## src/rtl/pla_seq_engine_pkg.sv

```systemverilog
// Shared cube codes, FSM state type and sizing helpers for the sequential PLA engine.
package pla_seq_pkg;

    localparam logic [1:0] CUBE_ONE  = 2'b10;
    localparam logic [1:0] CUBE_ZERO = 2'b01;
    localparam logic [1:0] CUBE_DC   = 2'b11;
    localparam logic [1:0] CUBE_NULL = 2'b00;

    typedef enum logic [1:0] {
        IDLE,
        EVAL,
        DONE
    } state_t;

    // Number of LANES-wide groups needed to sweep the whole term plane.
    function automatic int calc_groups(input int n_terms, input int lanes);
        return (n_terms + lanes - 1) / lanes;
    endfunction

    // Index width that never collapses to zero bits for a single-entry range.
    function automatic int index_width(input int n);
        return (n > 1) ? $clog2(n) : 1;
    endfunction

endpackage

```

## src/rtl/pla_seq_engine_if.sv

```systemverilog
// Programming port plus input/output valid-ready channels of the PLA engine.
interface pla_seq_engine_if #(
    parameter int N_IN    = 10,
    parameter int N_OUT   = 12,
    parameter int N_TERMS = 32
);
    import pla_seq_pkg::*;

    localparam int AW = index_width(N_TERMS);
    localparam int HW = $clog2(N_TERMS + 1);

    logic                prog_we;
    logic [AW-1:0]       prog_addr;
    logic [2*N_IN-1:0]   prog_and;
    logic [N_OUT-1:0]    prog_or;

    logic                in_valid;
    logic                in_ready;
    logic [N_IN-1:0]     in_x;

    logic                out_valid;
    logic                out_ready;
    logic [N_OUT-1:0]    out_z;
    logic [HW-1:0]       out_hits;

    modport master (
        output prog_we, prog_addr, prog_and, prog_or,
        output in_valid, in_x, out_ready,
        input  in_ready, out_valid, out_z, out_hits
    );

    modport slave (
        input  prog_we, prog_addr, prog_and, prog_or,
        input  in_valid, in_x, out_ready,
        output in_ready, out_valid, out_z, out_hits
    );

endinterface

```

## src/rtl/pla_seq_engine_term_match.sv

```systemverilog
// Combinational match of one two-bit-per-input cube against an input vector.
module pla_term_match
    import pla_seq_pkg::*;
#(
    parameter int N_IN = 10
) (
    input  logic [2*N_IN-1:0] cube,
    input  logic [N_IN-1:0]   x,
    output logic              match
);

    logic [N_IN-1:0] pos_ok;

    always_comb begin
        pos_ok = '0;
        for (int i = 0; i < N_IN; i++) begin
            case (cube[2*i +: 2])
                CUBE_ONE:  pos_ok[i] = x[i];
                CUBE_ZERO: pos_ok[i] = ~x[i];
                CUBE_DC:   pos_ok[i] = 1'b1;
                CUBE_NULL: pos_ok[i] = 1'b0;
                default:   pos_ok[i] = 1'b0;
            endcase
        end
    end

    assign match = &pos_ok;

endmodule

```

## src/rtl/pla_seq_engine.sv

```systemverilog
// Programmable PLA held in flops; sweeps LANES product terms per cycle for one
// latched input vector at a time.
module pla_seq_engine
    import pla_seq_pkg::*;
#(
    parameter int N_IN    = 10,
    parameter int N_OUT   = 12,
    parameter int N_TERMS = 32,
    parameter int LANES   = 4
) (
    input  logic             clk,
    input  logic             rst,
    pla_seq_engine_if.slave  bus
);

    localparam int G  = calc_groups(N_TERMS, LANES);
    localparam int AW = index_width(N_TERMS);
    localparam int GW = index_width(G);
    localparam int HW = $clog2(N_TERMS + 1);

    state_t             state_q;
    state_t             state_d;

    logic [2*N_IN-1:0]  cube_q [N_TERMS];
    logic [N_OUT-1:0]   row_q  [N_TERMS];

    logic [N_IN-1:0]    x_q;
    logic [GW-1:0]      g_q;
    logic [N_OUT-1:0]   acc_z;
    logic [HW-1:0]      acc_hits;

    logic               addr_ok;
    logic               accept;
    logic               last_group;

    logic [2*N_IN-1:0]  lane_cube [LANES];
    logic [N_OUT-1:0]   lane_row  [LANES];
    logic [LANES-1:0]   lane_match;
    logic [N_OUT-1:0]   group_z;
    logic [HW-1:0]      group_hits;
    logic [HW:0]        hits_sum;
    logic [HW-1:0]      hits_next;

    // Only a non-power-of-two plane can see addresses past its end.
    generate
        if ((1 << AW) > N_TERMS) begin : g_addr_chk
            assign addr_ok = (bus.prog_addr < AW'(N_TERMS));
        end else begin : g_addr_full
            assign addr_ok = 1'b1;
        end
    endgenerate

    assign accept     = (state_q == IDLE) && bus.in_valid;
    assign last_group = (g_q == GW'(G - 1));

    always_ff @(posedge clk) begin
        if (rst) begin
            state_q <= IDLE;
        end else begin
            state_q <= state_d;
        end
    end

    always_comb begin
        state_d       = state_q;
        bus.in_ready  = 1'b0;
        bus.out_valid = 1'b0;
        bus.out_z     = '0;
        bus.out_hits  = '0;
        case (state_q)
            IDLE: begin
                bus.in_ready = 1'b1;
                if (bus.in_valid) begin
                    state_d = EVAL;
                end
            end
            EVAL: begin
                if (last_group) begin
                    state_d = DONE;
                end
            end
            DONE: begin
                bus.out_valid = 1'b1;
                bus.out_z     = acc_z;
                bus.out_hits  = acc_hits;
                if (bus.out_ready) begin
                    state_d = IDLE;
                end
            end
            default: state_d = IDLE;
        endcase
    end

    // Writes share the accept edge, so a vector accepted alongside a write
    // is evaluated against the freshly written term.
    always_ff @(posedge clk) begin
        if (rst) begin
            for (int t = 0; t < N_TERMS; t++) begin
                cube_q[t] <= '0;
                row_q[t]  <= '0;
            end
        end else if ((state_q == IDLE) && bus.prog_we && addr_ok) begin
            cube_q[bus.prog_addr] <= bus.prog_and;
            row_q[bus.prog_addr]  <= bus.prog_or;
        end
    end

    always_comb begin
        for (int l = 0; l < LANES; l++) begin
            lane_cube[l] = '0;
            lane_row[l]  = '0;
            if (int'(g_q) * LANES + l < N_TERMS) begin
                lane_cube[l] = cube_q[AW'(int'(g_q) * LANES + l)];
                lane_row[l]  = row_q[AW'(int'(g_q) * LANES + l)];
            end
        end
    end

    generate
        for (genvar l = 0; l < LANES; l++) begin : g_lane
            pla_term_match #(
                .N_IN (N_IN)
            ) u_match (
                .cube  (lane_cube[l]),
                .x     (x_q),
                .match (lane_match[l])
            );
        end
    endgenerate

    always_comb begin
        group_z    = '0;
        group_hits = '0;
        for (int l = 0; l < LANES; l++) begin
            if (lane_match[l]) begin
                group_z    = group_z | lane_row[l];
                group_hits = group_hits + HW'(1);
            end
        end
    end

    assign hits_sum  = {1'b0, acc_hits} + {1'b0, group_hits};
    assign hits_next = (hits_sum > (HW+1)'(N_TERMS)) ? HW'(N_TERMS) : hits_sum[HW-1:0];

    always_ff @(posedge clk) begin
        if (rst) begin
            x_q      <= '0;
            g_q      <= '0;
            acc_z    <= '0;
            acc_hits <= '0;
        end else if (accept) begin
            x_q      <= bus.in_x;
            g_q      <= '0;
            acc_z    <= '0;
            acc_hits <= '0;
        end else if (state_q == EVAL) begin
            acc_z    <= acc_z | group_z;
            acc_hits <= hits_next;
            if (!last_group) begin
                g_q <= g_q + GW'(1);
            end
        end
    end

endmodule

```

## src/flat_wrapper.sv

```systemverilog
// flat-port wrapper written by rule: the top's interface ports become plain ports
module pla_seq_engine_flat import pla_seq_pkg::*;
#(
    parameter int N_IN    = 10,
    parameter int N_OUT   = 12,
    parameter int N_TERMS = 32,
    parameter int LANES   = 4
)
  (clk, rst, bus_prog_we, bus_prog_addr, bus_prog_and, bus_prog_or, bus_in_valid, bus_in_x, bus_out_ready, bus_in_ready, bus_out_valid, bus_out_z, bus_out_hits);
  pla_seq_engine_if #(.N_IN(N_IN), .N_OUT(N_OUT), .N_TERMS(N_TERMS)) bus_i ();
  input  logic clk;
  input  logic rst;
  input wire logic [$bits(bus_i.prog_we)-1:0] bus_prog_we;
  input wire logic [$bits(bus_i.prog_addr)-1:0] bus_prog_addr;
  input wire logic [$bits(bus_i.prog_and)-1:0] bus_prog_and;
  input wire logic [$bits(bus_i.prog_or)-1:0] bus_prog_or;
  input wire logic [$bits(bus_i.in_valid)-1:0] bus_in_valid;
  input wire logic [$bits(bus_i.in_x)-1:0] bus_in_x;
  input wire logic [$bits(bus_i.out_ready)-1:0] bus_out_ready;
  output wire logic [$bits(bus_i.in_ready)-1:0] bus_in_ready;
  output wire logic [$bits(bus_i.out_valid)-1:0] bus_out_valid;
  output wire logic [$bits(bus_i.out_z)-1:0] bus_out_z;
  output wire logic [$bits(bus_i.out_hits)-1:0] bus_out_hits;
  assign bus_i.prog_we = bus_prog_we;
  assign bus_i.prog_addr = bus_prog_addr;
  assign bus_i.prog_and = bus_prog_and;
  assign bus_i.prog_or = bus_prog_or;
  assign bus_i.in_valid = bus_in_valid;
  assign bus_i.in_x = bus_in_x;
  assign bus_i.out_ready = bus_out_ready;
  assign bus_in_ready = bus_i.in_ready;
  assign bus_out_valid = bus_i.out_valid;
  assign bus_out_z = bus_i.out_z;
  assign bus_out_hits = bus_i.out_hits;
  pla_seq_engine #(.N_IN(N_IN), .N_OUT(N_OUT), .N_TERMS(N_TERMS), .LANES(LANES)) u_core (.clk(clk), .rst(rst), .bus(bus_i));
endmodule
```

## config.mk

```make
export PLATFORM = sky130hd
export DESIGN_NAME = pla_seq_engine_flat
export DESIGN_NICKNAME = d
export VERILOG_FILES = /design/src/rtl/pla_seq_engine_pkg.sv /design/src/rtl/pla_seq_engine_if.sv /design/src/rtl/pla_seq_engine_term_match.sv /design/src/rtl/pla_seq_engine.sv /design/src/flat_wrapper.sv
export SDC_FILE = /design/constraint.sdc
export NUM_CORES = 2
export LEC_CHECK = 0
export BUFFER_PORTS_ARGS = -buffer_cell sky130_fd_sc_hd__buf_2
export CAP_MARGIN = 20
export CORE_ASPECT_RATIO = 1.5
export CORE_MARGIN = 2
export CORE_UTILIZATION = 55
export DETAILED_ROUTE_END_ITERATION = 8
export GPL_ROUTABILITY_DRIVEN = 0
export GPL_TIMING_DRIVEN = 1
export PLACE_DENSITY = 0.74
export SLEW_MARGIN = 20
export SYNTH_ARGS = -nofsm -noshare
export SYNTH_HDL_FRONTEND = slang
export SYNTH_SLANG_ARGS = --single-unit
export TNS_END_PERCENT = 5
```

## constraint.sdc

```tcl
create_clock -name clk -period 4.4 [get_ports clk]
set_input_delay 0.66 -clock clk [delete_from_list [all_inputs] [get_ports clk]]
set_output_delay 0.66 -clock clk [all_outputs]
set_load 0.01 [all_outputs]
```

==> flow_summary.rst <==
.. list-table::
   :header-rows: 1

   * - Metric
     - Value
   * - Worst-path cell with the longest stage delay
     - sky130_fd_sc_hd__dfxtp_4
   * - Net count of the mapped netlist
     - 3205
   * - Maximum buffer depth of the clock tree
     - 3
   * - Aggregate global routing overflow
     - 0
   * - Clk_skew
     - 0.0313 ns
   * - Clock root buffer
     - sky130_fd_sc_hd__clkbuf_16
   * - Width of the die
     - 245 um
   * - Post-synthesis average cell area
     - 15.3 um^2
   * - Area enclosed by the die boundary
     - 89600 um^2
   * - Hold crit path type
     - primary input to flip-flop
   * - Worst hold slack after final layout
     - 0.223 ns
   * - Maximum fanout encountered on the critical timing path
     - 6
   * - Largest cells by area after synthesis
     - sky130_fd_sc_hd__edfxtp_1 64%, sky130_fd_sc_hd__and2_1 14%, sky130_fd_sc_hd__mux4_2 10%
   * - Initial antenna violation count
     - 9
   * - Die Height
     - 366 um
   * - Data arrival time of the critical path
     - 5.25 ns
   * - Antenna Nets Post-Route
     - 0
   * - Pwr Total
     - 21.0 mW
   * - Number of cells in the design after placement
     - 4239
   * - Part of the total power dissipated in combinational logic
     - 0.068
   * - Total count of hold-check failures in the final report
     - 0
   * - Min Clock Period, post-route
     - 4.63 ns
   * - Reg power frac
     - 0.547
   * - Share of cells above drive strength 1
     - 0.243
   * - Post-synthesis sequential element count
     - 1060
   * - Setup WS pre-CTS
     - -0.490 ns
   * - Ratio of final minimum period to clock period
     - 1.05
   * - Total leakage power
     - 19.5 nW
   * - Overall routing resource usage
     - 0.295
   * - Synth warnings
     - 0
   * - Final max-slew violation count
     - 0
   * - Number of hold-repair buffers added at the cts stage
     - 0
   * - Max IR drop VDD
     - 318 uV
   * - Core Rows
     - 132
   * - Storage element area
     - 31500 um^2
   * - Worst-case headroom to the max-slew limit
     - 0.295
   * - Number of library cell types mapped by synthesis
     - 62
   * - Layout fillers
     - 6049
   * - FMAX
     - 216 MHz
   * - Footprint of the multi-input gates
     - 15500 um^2
   * - Design Area, Final
     - 53800 um^2
   * - Dominant synthesized flop cell
     - sky130_fd_sc_hd__edfxtp_1
   * - TritonCTS clock tree
     - yes
   * - Sw Ratio
     - 0.223
   * - Result of the run
     - complete, but fails checks
   * - Remaining design rule violation count
     - 0
   * - WS Path Type
     - flip-flop to flip-flop
   * - CP Data Required Time
     - 5.02 ns
   * - Max H-tree Level
     - 3
   * - Clock share of power
     - 0.384
   * - Endpoint class of the critical path
     - flip-flop
   * - Pin count of the biggest net entering global routing
     - 47
   * - Max-capacitance violation count
     - 0
   * - Starting density of the core
     - 0.555
   * - Cell with the most instances after synthesis
     - sky130_fd_sc_hd__and2_1
   * - Cell-by-cell trace of the critical path
     - buf_12 > buf_12 > buf_6 > buf_4 > mux2i_1 > a311oi_2 > nand4_1 > o22ai_4 > buf_12 > inv_1 > ha_1 > mux2i_1 > ha_1 > mux2_4 > ha_4 > a21o_1 > a21oi_4 > xnor2_2 > a41oi_2 > a41oi_4 > o21ai_1 > a21oi_1
   * - Biggest area consumer among synthesized cells
     - sky130_fd_sc_hd__edfxtp_1
   * - Count of flip-flops with a built-in enable after synthesis
     - 1024
   * - Clock network latency to the later pin of the worst-skew pair
     - 0.71 ns
   * - Number of input and output port buffers inserted
     - 71
   * - Vias per Instance
     - 6.25
   * - Power density relative to cell area
     - 390 nW/um^2
   * - Floorplan Core Area
     - 86400 um^2
   * - Mapped Cells
     - 3143
   * - Number of design-rule violations left by the first detailed-router iteration
     - 2901
   * - Wire length per cell after detailed routing
     - 29.4 um
   * - Cell internal power dissipation
     - 16.3 mW
   * - Actual transition at the worst max-transition pin
     - 1.06 ns
   * - Placed standard-cell area
     - 50300 um^2
   * - Switching Power
     - 4.68 mW
   * - Cell Count, Final, Fillers Out
     - 4443
   * - Number of setup violations in the final report
     - 6
   * - Wire length of the first global-routing pass
     - 190000 um
   * - Detailed placer's ending HPWL
     - 79700 um
   * - Number of global-route vias before repair
     - 28825
   * - CP most frequent cell
     - sky130_fd_sc_hd__buf_12
   * - Sum of routed wire length over all layers
     - 131000 um
   * - Post-synthesis cell area
     - 48000 um^2
   * - Violated checks
     - setup timing
   * - Max incr delay on CP
     - 0.36 ns
   * - Fraction of synthesis flops using an asynchronous set or reset pin
     - 0
   * - Via count of the routed design
     - 27775
   * - Relative area change from synthesis to final layout
     - 12.2%
   * - Kind of cell with the highest combined delay on the critical path
     - compound AO/OA/AOI/OAI gates
   * - Leading cell types by count after synthesis
     - 1044 x sky130_fd_sc_hd__and2_1, 1024 x sky130_fd_sc_hd__edfxtp_1, 229 x sky130_fd_sc_hd__clkbuf_1, 219 x sky130_fd_sc_hd__mux4_2, 78 x sky130_fd_sc_hd__mux2_2
   * - Top Ports
     - 72
   * - DR pass1 iterations
     - 5
   * - Num Clock Sinks
     - 1060
   * - Proportion of netlist area held by the largest area contributor
     - 0.641
   * - Startpoint kind of the worst setup timing path
     - flip-flop
   * - Number of buffer and inverter instances along the worst setup path
     - 6
   * - Unrepaired setup endpoints after global routing
     - true
   * - Layout net count
     - 3287
   * - Portion of the post-synthesis area used by sequential elements
     - 0.656
   * - Clock-pin slew on the worst setup and hold paths
     - 0.07 ns
   * - Num CTS Buffers
     - 94
   * - Minimum setup slack in the final design
     - -0.229 ns
==> power groups by stage <==
stage / clock network (mW) / registers, mW / logic, mW
final: 8.06 / 11.5 / 1.43
after global routing: 8.46 / 11.5 / 1.50
after CTS: 8.11 / 11.5 / 1.43
after detailed placement: 0 / 11.7 / 1.36
after global placement: 0 / 11.7 / 1.34
after floorplan: 0 / 11.6 / 0.835
==> final timing paths <==
check                            startpoint                         endpoint  slack, ns  cells past startpoint
min reg2reg  u_core.state_q[1]$_SDFFE_PP0P_   u_core.state_q[0]$_SDFFE_PP0P_       0.50                      1
max              u_core.g_q[1]$_SDFFE_PP0P_  u_core.acc_hits[4]$_SDFFE_PP0N_      -0.23                     22
min                             bus_in_x[0]       u_core.x_q[0]$_SDFFE_PP0P_       0.22                      3
max reg2reg      u_core.g_q[1]$_SDFFE_PP0P_  u_core.acc_hits[4]$_SDFFE_PP0N_      -0.23                     22
==> per-stage QoR <==
stage | TNS, ns | util
finish | -1.12 | 0.623
global route | -2.07 | 0.623
CTS | -0.329 | 0.622
detailed placement | -2.60 | 0.582
global placement | -1.56 | 0.582
floorplan | 0 | -
==> layout by cell type (no fill, tap or decap), types with 4 or more instances in the layout <==
cell	instances
sky130_fd_sc_hd__a22oi_1	20
sky130_fd_sc_hd__inv_1	18
sky130_fd_sc_hd__o21ai_0	20
sky130_fd_sc_hd__nand2b_1	5
sky130_fd_sc_hd__edfxtp_1	1024
sky130_fd_sc_hd__a221oi_1	14
sky130_fd_sc_hd__clkinv_1	20
sky130_fd_sc_hd__nand2_1	42
sky130_fd_sc_hd__a21oi_1	34
sky130_fd_sc_hd__o211ai_1	4
sky130_fd_sc_hd__bufinv_16	5
sky130_fd_sc_hd__a211oi_1	5
sky130_fd_sc_hd__nor2_2	22
sky130_fd_sc_hd__nor2b_1	9
sky130_fd_sc_hd__buf_6	7
sky130_fd_sc_hd__dfxtp_1	28
sky130_fd_sc_hd__buf_12	34
sky130_fd_sc_hd__nor2_1	38
sky130_fd_sc_hd__o22ai_1	10
sky130_fd_sc_hd__or2_2	32
sky130_fd_sc_hd__nand4_1	12
sky130_fd_sc_hd__dfxtp_4	4
sky130_fd_sc_hd__mux4_2	219
sky130_fd_sc_hd__clkbuf_1	24
sky130_fd_sc_hd__clkbuf_16	98
sky130_fd_sc_hd__mux2i_1	55
sky130_fd_sc_hd__ha_1	7
sky130_fd_sc_hd__mux2_2	77
sky130_fd_sc_hd__nand3b_1	4
sky130_fd_sc_hd__buf_2	71
sky130_fd_sc_hd__buf_4	161
sky130_fd_sc_hd__dfxtp_2	4
sky130_fd_sc_hd__nand3_1	16
sky130_fd_sc_hd__nor3_1	4
sky130_fd_sc_hd__and2_1	1044
sky130_fd_sc_hd__clkinv_2	18
==> sequential cells by signal (all words and copies together), names as in the netlist, named ones only <==
register / flops
u_core.cube_q: 640
u_core.row_q: 384
u_core.acc_z: 12
u_core.x_q: 10
u_core.acc_hits: 6
u_core.g_q: 3
u_core.state_q: 2
==> layout make-up <==
cell class / instances / area share
flip-flops and latches: 1060 / 0.585
multi-input cells: 1774 / 0.288
clock buffers: 123 / 0.0475
repair buffers: 277 / 0.0445
well taps: 1139 / 0.0265
clock inverters: 50 / 0.00714
inverters: 18 / 0.00126
diodes: 2 / 0.0000930
==> timing repair <==
action | CTS | global route
gates cloned | 1 | 0
buffers inserted | 28 | 0
pin swaps | 25 | 10
setup endpoints to repair | 6 | 6
gates resized for setup | 43 | 14
==> worst reg2reg max path: cells and delay by family, from the launching register on <==
| family | cells | cell delay, ns |
|---|---|---|
| xor gates and xnor gates | 1 | 0.17 |
| AOI/OAI and AO/OA | 8 | 1.68 |
| and+or+nand+nor | 1 | 0.23 |
| DFF | 1 | 0.36 |
| adders and majority gates | 3 | 0.70 |
| muxes | 3 | 0.64 |
| buffers and inverters | 6 | 0.77 |
==> logic make-up after synthesis <==
kind of cell             after synthesis  synth area share
AND/OR/NAND/NOR                     1251             0.158
flip-flops                          1060             0.656
multiplexers                         352             0.133
buffers and inverters                309            0.0273
AO/OA/AOI/OAI                        154            0.0223
adder cells (fa/ha/maj)               10           0.00277
XOR/XNOR                               6           0.00110
other                                  1         0.0000782
==> per-layer routing <==
metal | routed length (um) | vias to the layer above | share of wire | global-route usage
li1 | - | 11623 | - | -
met1 | 45700 | 14306 | 0.35 | 0.353
met2 | 67200 | 1468 | 0.51 | 0.513
met3 | 11200 | 368 | 0.085 | 0.0540
met4 | 6650 | 10 | 0.051 | 0.149
met5 | 64 | - | 0.00049 | 0
(Power assumes the default switching activity.)
